### src/rtl/rx_frame_ctrl.sv
// RX frame controller: releases the AGC, waits for it to settle, searches for a correlator
// peak, captures a fixed-length payload into the DMA packet buffer and holds it until acked.
module rx_frame_ctrl #(
  parameter int unsigned SETTLE_LEN  = 256,
  parameter int unsigned PAYLOAD_LEN = 128,
  parameter int unsigned TIMEOUT_LEN = 4096,
  parameter int unsigned AW          = 8
) (
  input  logic          i_clk,
  input  logic          i_rstn,
  input  logic          i_en,
  input  logic [15:0]   i_in_i,
  input  logic [15:0]   i_in_q,
  input  logic          i_in_vld,
  input  logic          i_max_vld,
  input  logic          i_frame_ack,
  output logic          o_agc_rst,
  output logic          o_wr_en,
  output logic [AW-1:0] o_wr_addr,
  output logic [31:0]   o_wr_data,
  output logic          o_frame_rdy,
  output logic [2:0]    o_state,
  output logic [15:0]   o_drop_cnt
);

  localparam int unsigned MAX_SP  = (SETTLE_LEN > PAYLOAD_LEN) ? SETTLE_LEN : PAYLOAD_LEN;
  localparam int unsigned MAX_LEN = (TIMEOUT_LEN > MAX_SP) ? TIMEOUT_LEN : MAX_SP;
  localparam int unsigned CW      = $clog2(MAX_LEN) + 1;
  localparam int unsigned DW      = 32;
  localparam logic [15:0] DROP_MAX = 16'hFFFF;

  typedef enum logic [2:0] {
    IDLE    = 3'd0,
    SETTLE  = 3'd1,
    SEARCH  = 3'd2,
    CAPTURE = 3'd3,
    READY   = 3'd4
  } state_t;

  state_t        state;
  state_t        state_nxt;
  logic [CW-1:0] cnt;
  logic [CW-1:0] cnt_nxt;
  logic          timeout_hit;

  logic          agc_rst_nxt;
  logic          wr_en_nxt;
  logic [AW-1:0] wr_addr_nxt;
  logic [DW-1:0] wr_data_nxt;
  logic          frame_rdy_nxt;
  logic [15:0]   drop_cnt_nxt;

  // State and shared sample counter
  always_ff @(posedge i_clk or negedge i_rstn) begin
    if (!i_rstn) begin
      state <= IDLE;
      cnt   <= '0;
    end else begin
      state <= state_nxt;
      cnt   <= cnt_nxt;
    end
  end

  // Next state; dropping i_en overrides every other transition
  always_comb begin
    state_nxt   = state;
    cnt_nxt     = cnt;
    timeout_hit = 1'b0;
    if (!i_en) begin
      state_nxt = IDLE;
      cnt_nxt   = '0;
    end else begin
      case (state)
        IDLE: begin
          state_nxt = SETTLE;
          cnt_nxt   = '0;
        end
        SETTLE: begin
          if (i_in_vld) begin
            if (cnt == CW'(SETTLE_LEN - 1)) begin
              state_nxt = SEARCH;
              cnt_nxt   = '0;
            end else begin
              cnt_nxt = cnt + CW'(1);
            end
          end
        end
        SEARCH: begin
          if (i_max_vld) begin
            state_nxt = CAPTURE;
            cnt_nxt   = '0;
          end else if (i_in_vld) begin
            if (cnt == CW'(TIMEOUT_LEN - 1)) begin
              state_nxt   = SETTLE;
              cnt_nxt     = '0;
              timeout_hit = 1'b1;
            end else begin
              cnt_nxt = cnt + CW'(1);
            end
          end
        end
        CAPTURE: begin
          if (i_in_vld) begin
            if (cnt == CW'(PAYLOAD_LEN - 1)) begin
              state_nxt = READY;
              cnt_nxt   = '0;
            end else begin
              cnt_nxt = cnt + CW'(1);
            end
          end
        end
        READY: begin
          if (i_frame_ack) begin
            state_nxt = SEARCH;
            cnt_nxt   = '0;
          end
        end
        default: begin
          state_nxt = IDLE;
          cnt_nxt   = '0;
        end
      endcase
    end
  end

  // Next values of the registered outputs
  always_comb begin
    agc_rst_nxt   = (state_nxt == IDLE);
    wr_en_nxt     = i_en && (state == CAPTURE) && i_in_vld;
    wr_addr_nxt   = o_wr_addr;
    wr_data_nxt   = o_wr_data;
    frame_rdy_nxt = (state == READY) && (state_nxt == READY);
    drop_cnt_nxt  = o_drop_cnt;
    if (wr_en_nxt) begin
      wr_addr_nxt = AW'(cnt);
      wr_data_nxt = {i_in_q, i_in_i};
    end
    if (timeout_hit && (o_drop_cnt != DROP_MAX)) begin
      drop_cnt_nxt = o_drop_cnt + 16'd1;
    end
  end

  // Output registers; address/data hold their last value between writes
  always_ff @(posedge i_clk or negedge i_rstn) begin
    if (!i_rstn) begin
      o_agc_rst   <= 1'b1;
      o_wr_en     <= 1'b0;
      o_wr_addr   <= '0;
      o_wr_data   <= '0;
      o_frame_rdy <= 1'b0;
      o_drop_cnt  <= '0;
    end else begin
      o_agc_rst   <= agc_rst_nxt;
      o_wr_en     <= wr_en_nxt;
      o_wr_addr   <= wr_addr_nxt;
      o_wr_data   <= wr_data_nxt;
      o_frame_rdy <= frame_rdy_nxt;
      o_drop_cnt  <= drop_cnt_nxt;
    end
  end

  assign o_state = state;

endmodule

### config.mk
export PLATFORM = sky130hd
export DESIGN_NAME = rx_frame_ctrl
export DESIGN_NICKNAME = d
export VERILOG_FILES = /design/src/rtl/rx_frame_ctrl.sv
export SDC_FILE = /design/constraint.sdc
export NUM_CORES = 1
export LEC_CHECK = 0
export CAP_MARGIN = 0
export CORE_MARGIN = 3
export CORE_UTILIZATION = 51
export CTS_CLUSTER_DIAMETER = 120
export DETAILED_ROUTE_END_ITERATION = 10
export GPL_TIMING_DRIVEN = 0
export PLACE_DENSITY = 0.85
export SYNTH_ARGS = -nofsm -noshare
export SYNTH_HDL_FRONTEND = slang
export SYNTH_SLANG_ARGS = --single-unit
export TNS_END_PERCENT = 1
### constraint.sdc
create_clock -name i_clk -period 4.2 [get_ports i_clk]
set_input_delay 0.84 -clock i_clk [delete_from_list [all_inputs] [get_ports i_clk]]
set_output_delay 0.84 -clock i_clk [all_outputs]
set_load 0.02 [all_outputs]
==> results_dict.tcl, run 1 <==
set metrics [dict create \
    outcome "complete, no violations" \
    fp.coreArea_um2 6420 \
    antenna_cells 0 \
    synth_common_cells "74 x dfrtp_1, 39 x mux2_1, 24 x nand2_1" \
    synth_warnings 0 \
    grt_setup_unrepaired "no" \
    final_util_pct 73.9 \
    finalWirelength_mm 7.92 \
    grt_pass1_vias 2679 \
    hold_viol_final 0 \
    startpoint_type "input pin" \
    crit_slowest_cell "clkdlybuf4s50_1" \
    htreeDepth 3 \
    ios 100 \
    postCtsHoldBufs 0 \
    cts.sinks 75 \
    setup_tns_ns 0 \
    num_vias 2740 \
    post-cts-setup-buffers 0 \
    synthFlopType "dfrtp_1" \
    synth_fp_nets 336 \
    leakage_nw 2.11 \
    synthCells 296 \
    post_cts_resized 0 \
    cp.required_ns 4.47 \
    numCtsBuffers 9 \
    clk_latency_ns 0.35 \
    syn_to_final_growth_pct 38.2 \
    cap_violations 0 \
    fmaxAchievable_ghz 0.349 \
    design.die.area_um2 7750 \
    r2r-start "o_state[2]$_DFF_PN0_" \
    synth_top_area_share_pct 53.9 \
    drive_above_1_share_pct 7.58 \
    wl_per_cell_um 16.3 \
    cp.arrival_ns 3.14 \
    grt_pass1_wl_mm 12.9 \
    ys_types 48 \
    syn_area_um2 3430 \
    drv_slew 0 \
    yosysMostFrequentCell "dfrtp_1" \
    drc 0 \
    layoutNonFillerInstCount 486 \
    hpwlAfterDp_mm 5.82 \
    fillCellCount 414 \
    initialDrtViolationCount 193 \
    clkTransAtPathRegs_ns 0.08 \
    cts_tree "yes" \
    yosys-top-cells-area "dfrtp_1 54%, mux2_1 13%, nand2_1 2.6%, nand3_1 2.0%, xor2_1 2.0%" \
    die_h_um 88.1 \
    crit_fanout 10 \
    grt_max_degree 76 \
    power_density_nw_per_um2 307 \
    ant_nets 0 \
    worst_slew_pin_slew_ns 0.921 \
    grt_usage_pct 21.2 \
    period_needed_ns 2.87 \
    slew_headroom_pct 38.6 \
    hp-class "flip-flop to flip-flop" \
    place_inst 471 \
    antenna_found_initial 0 \
    end_kind "flip-flop" \
    gp_congestion 0.833 \
    ys_ff_latch 75 \
    rows 29 \
    ir_drop_mv 0.218 \
    via_per_inst 5.64 \
    crit_chain "clkdlybuf4s50_1, nand2b_1, a211oi_1, o21a_1, buf_2, clkbuf_1, o21ai_0, a21oi_1" \
    syn_area_per_cell_um2 11.6 \
    crit_start "i_max_vld" \
    clock_path_buffers 2 \
    min_from "o_drop_cnt[15]$_DFFE_PN0P_" \
    r2r_slack_ns 1.87 \
    clock_skew_ns 0.0102 \
    fp.dieW_um 88.1 \
    synth_top_area_cell "dfrtp_1" \
    synth-edff-count 0 \
    fin_nets 445 \
    setup_viol 0 \
    crit_type "input pin to flip-flop" \
    ys_seq_area_share_pct 54.7 \
    start_util_pct 53.5 \
    ctsRootBufferMaster "clkbuf_8" \
    timing.final.crit_share_pct 68.3 \
    async_reset_ff_share_pct 100 \
    crit_path_max_incr_delay_ns 0.52 \
    firstDrtPassIters 4 \
    grt_overflow_total 0 \
    portBuffers 98 \
]
[cell type report]
type,count,area (um^2),area share [%]
sequential,75,1880,39.6
multi-input combinational,203,1480,31.2
timing repair buffer,98,978,20.6
clock buffer,9,124,2.61
clock inverter,6,114,2.40
tap,77,96.3,2.03
buffer,12,52.6,1.11
inverter,6,22.5,0.475
[critical path, delay by kind of cell]
family | cells | cell delay (ns)
buf+inv | 3 | 1.15
compound gates | 4 | 0.93
simple gates | 1 | 0.20
[sequential cells by signal (all words and copies together), names as in the netlist]
signal,cells
o_wr_data,32
o_drop_cnt,16
cnt,13
o_wr_addr,8
o_state,3
o_agc_rst,1
o_frame_rdy,1
o_wr_en,1
[path summary, 6_finish.rpt]
path                                                    to  cells after the start
min in group asynchronous         o_wr_addr[3]$_DFFE_PN0P_                      1
max in group asynchronous             o_state[0]$_DFF_PN0_                      1
worst min-delay path            o_drop_cnt[15]$_DFFE_PN0P_                      1
worst min register to register  o_drop_cnt[15]$_DFFE_PN0P_                      1
worst max register to register          cnt[5]$_DFFE_PN0P_                      7
worst max-delay path                    cnt[5]$_DFFE_PN0P_                      8
[metrics by stage]
stage / power, W / hold WS (ns) / instance area (um^2) / worst slack (ns)
6_report: 0.00146 / 0.491 / 4750 / 1.33
3_5_place_dp: 0.000811 / 0.481 / 4510 / 1.03
5_1_grt: 0.00150 / 0.515 / 4750 / 1.12
2_1_floorplan: 0.000756 / 0.489 / 3430 / 1.88
4_1_cts: 0.00147 / 0.500 / 4750 / 1.38
3_3_place_gp: 0.000809 / 0.473 / 4510 / -0.165
[cell families after synthesis]
| family | share of synthesized area, % |
|---|---|
| AOI/OAI and AO/OA | 7.76 |
| xor gates and xnor gates | 3.83 |
| adders and majority gates | 0.729 |
| buffers and inverters | 2.19 |
| DFF | 54.7 |
| muxes | 13.4 |
| and+or+nand+nor | 17.3 |
[cells in the final DEF, fill, tap and decap left out, types with 2 or more instances in the layout]
cell and count:
clkdlybuf4s50_1 97, dfrtp_1 74, mux2_1 39, nand2_1 24, nor2_1 15, nand3_1 14
a21oi_1 10, nor3_1 9, clkbuf_8 9, or4_1 8, nand4_1 8, xor2_1 8
xnor2_1 7, nand2b_1 5, o31ai_1 5, o21ai_1 5, o2111ai_1 5, clkbuf_1 4
o21ai_0 4, buf_1 4, inv_1 4, or3_1 4, buf_2 3, nor4_1 3
o211ai_1 3, bufinv_16 3, buf_4 2, inv_2 2, nor3b_1 2, nor4b_4 2
mux2_2 2, o22ai_1 2, ha_1 2, clkinvlp_4 2
[power by group]
group          switching, W   total, W  internal [W]
sequential       0.00000101   0.000724      0.000723
combinational     0.0000354  0.0000717     0.0000363
clock              0.000268   0.000661      0.000393
total              0.000304    0.00146       0.00115
[routing by layer]
| layer | share of wire [%] | global-route usage (%) | vias up |
|---|---|---|---|
| li1 | - | - | 1295 |
| met1 | 44 | 28.0 | 1354 |
| met2 | 49 | 35.5 | 81 |
| met3 | 6.2 | 4.80 | 10 |
| met4 | 0.88 | 5.49 | 0 |
| met5 | 0 | 0 | - |
Power figures use the tool's default switching activity.
==> run 2: changes to the inputs <==
CORE_UTILIZATION = 47   (was 51)
PLACE_DENSITY = 0.79   (was 0.85)
clock period = 2.8 ns   (was 4.2 ns; I/O delays follow)
==> run 2 against run 1 <==
Clock power is 35% higher. Total power is 43% higher. Sequential cell count stayed put. Combinational power is 55% higher. Global-route usage is 1.1 points lower. Sequential share of layout area is 0.18 points lower. Routed wire length is 0.40% higher. Sequential power is 51% higher. Die area is 7.9% higher. Core utilization is 5.2 points lower. Critical endpoint is now cnt[12]$_DFFE_PN0P_.
==> results_dict.tcl, run 2 (synthesis gave the netlist of run 1 again) <==
set metrics [dict create \
    crit_type "input pin to flip-flop" \
    ir_drop_mv 0.205 \
    cap_violations 0 \
    post-cts-setup-buffers 0 \
    clock_skew_ns 0.00917 \
    clk_latency_ns 0.34 \
    firstDrtPassIters 4 \
    die_h_um 91.5 \
    cts.sinks 75 \
    drive_above_1_share_pct 7.80 \
    crit_fanout 10 \
    power_density_nw_per_um2 439 \
    antenna_cells 0 \
    fp.coreArea_um2 6940 \
    num_vias 2769 \
    place_ws_ns 0.00932 \
    grt_pass1_vias 2676 \
    via_per_inst 5.47 \
    rows 30 \
    ant_nets 0 \
    finalWirelength_mm 7.95 \
    worst_slew_pin_slew_ns 0.549 \
    design.die.area_um2 8370 \
    top_regs "o_wr_data x32, o_drop_cnt x16, cnt x13" \
    grt_pass1_wl_mm 13.4 \
    period_needed_ns 2.50 \
    end_kind "flip-flop" \
    gp_congestion 0.847 \
    cp.required_ns 3.05 \
    grt_setup_unrepaired "no" \
    fp.dieW_um 91.5 \
    setup_tns_ns 0 \
    initialDrtViolationCount 244 \
    fin_nets 446 \
    start_util_pct 49.4 \
    hp-class "input pin to async pin" \
    wl_per_cell_um 15.7 \
    largest-register "o_wr_data" \
    postCtsHoldBufs 0 \
    final.setup.worst_slack_ns 0.304 \
    fillCellCount 518 \
    portBuffers 98 \
    numCtsBuffers 9 \
    clock_path_buffers 2 \
    htreeDepth 3 \
    r2r_slack_ns 0.47 \
    setup_viol 0 \
    grt_usage_pct 20.0 \
    fmaxAchievable_ghz 0.401 \
    ios 100 \
    grt_max_degree 46 \
    startpoint_type "input pin" \
    post_cts_resized 0 \
    cp.arrival_ns 2.75 \
    ctsRootBufferMaster "clkbuf_8" \
    grt_overflow_total 0 \
    hold_viol_final 0 \
    cts_tree "yes" \
    fin_total_pwr_w 0.00209 \
    antenna_found_initial 0 \
    slew_headroom_pct 63.4 \
    clkTransAtPathRegs_ns 0.07 \
    final_util_pct 68.6 \
    syn_to_final_growth_pct 38.8 \
    timing.final.crit_share_pct 89.1 \
    outcome "complete, no violations" \
    leakage_nw 2.11 \
    mostFrequentLayoutCells "97 x clkdlybuf4s50_1, 74 x dfrtp_1, 39 x mux2_1" \
    drv_slew 0 \
    hpwlAfterDp_mm 5.98 \
    largest_reg_flops 32 \
    final_common_cell "clkdlybuf4s50_1" \
    drc 0 \
]
[run 2: cell types whose count changed in the layout (fill, tap and decap cells not counted)]
cell        previous run  this run
clkinv_2               0         2
buf_12                 0         1
inv_6                  1         0
clkinvlp_4             2         1
bufinv_16              3         2
clkbuf_8               9        10
[run 2: worst paths after layout]
kind | depth (start not counted) | to | from
max | 8 | cnt[12]$_DFFE_PN0P_ | i_max_vld
min | 1 | o_wr_data[10]$_DFFE_PN0P_ | i_rstn
max reg2reg | 5 | cnt[2]$_DFFE_PN0P_ | cnt[12]$_DFFE_PN0P_
min reg2reg | 1 | o_wr_data[29]$_DFFE_PN0P_ | o_wr_data[29]$_DFFE_PN0P_
max in group asynchronous | 2 | o_agc_rst$_DFF_PN1_ | i_rstn
min in group i_clk | 1 | o_wr_data[29]$_DFFE_PN0P_ | o_wr_data[29]$_DFFE_PN0P_
[run 2: metrics by stage]
stage / instances / area [um^2] / hold slack (ns)
global route: 506 / 4770 / 0.166
global placement: 490 / 4530 / 0.473
floorplan: 296 / 3430 / 0.264
CTS: 506 / 4770 / 0.149
finish: 506 / 4770 / 0.153
detailed placement: 491 / 4550 / 0.480
[run 2: where the power goes]
part / total (W) / switching (W) / internal, W
Sequential: 0.00109 / 0.00000141 / 0.00109
Combinational: 0.000111 / 0.0000533 / 0.0000575
Clock: 0.000894 / 0.000376 / 0.000518
Total: 0.00209 / 0.000431 / 0.00166
[run 2: worst max-delay path: stages]
cell             delay (ns)
clkdlybuf4s50_1        0.51
nand2b_1               0.20
a211oi_1               0.34
o21a_1                 0.24
buf_2                  0.21
clkbuf_1               0.37
o31ai_1                0.14
a21oi_1                0.17
[run 2: layout make-up]
type / instances / area [um^2] / area share, %
Multi-Input combinational cell: 203 / 1480 / 31.0
Clock buffer: 10 / 138 / 2.89
Timing Repair Buffer: 99 / 998 / 20.9
Clock inverter: 5 / 77.6 / 1.63
Inverter: 6 / 22.5 / 0.472
Tap cell: 96 / 120 / 2.52
Buffer: 12 / 52.6 / 1.10
Sequential cell: 75 / 1880 / 39.4
[run 2: metal layers]
layer	vias to the layer above	GRT usage [%]	wire length (um)
li1	1301	-	-
met1	1336	25.9	3500
met2	121	31.5	3780
met3	11	7.37	582
met4	0	5.65	93
met5	-	0	0
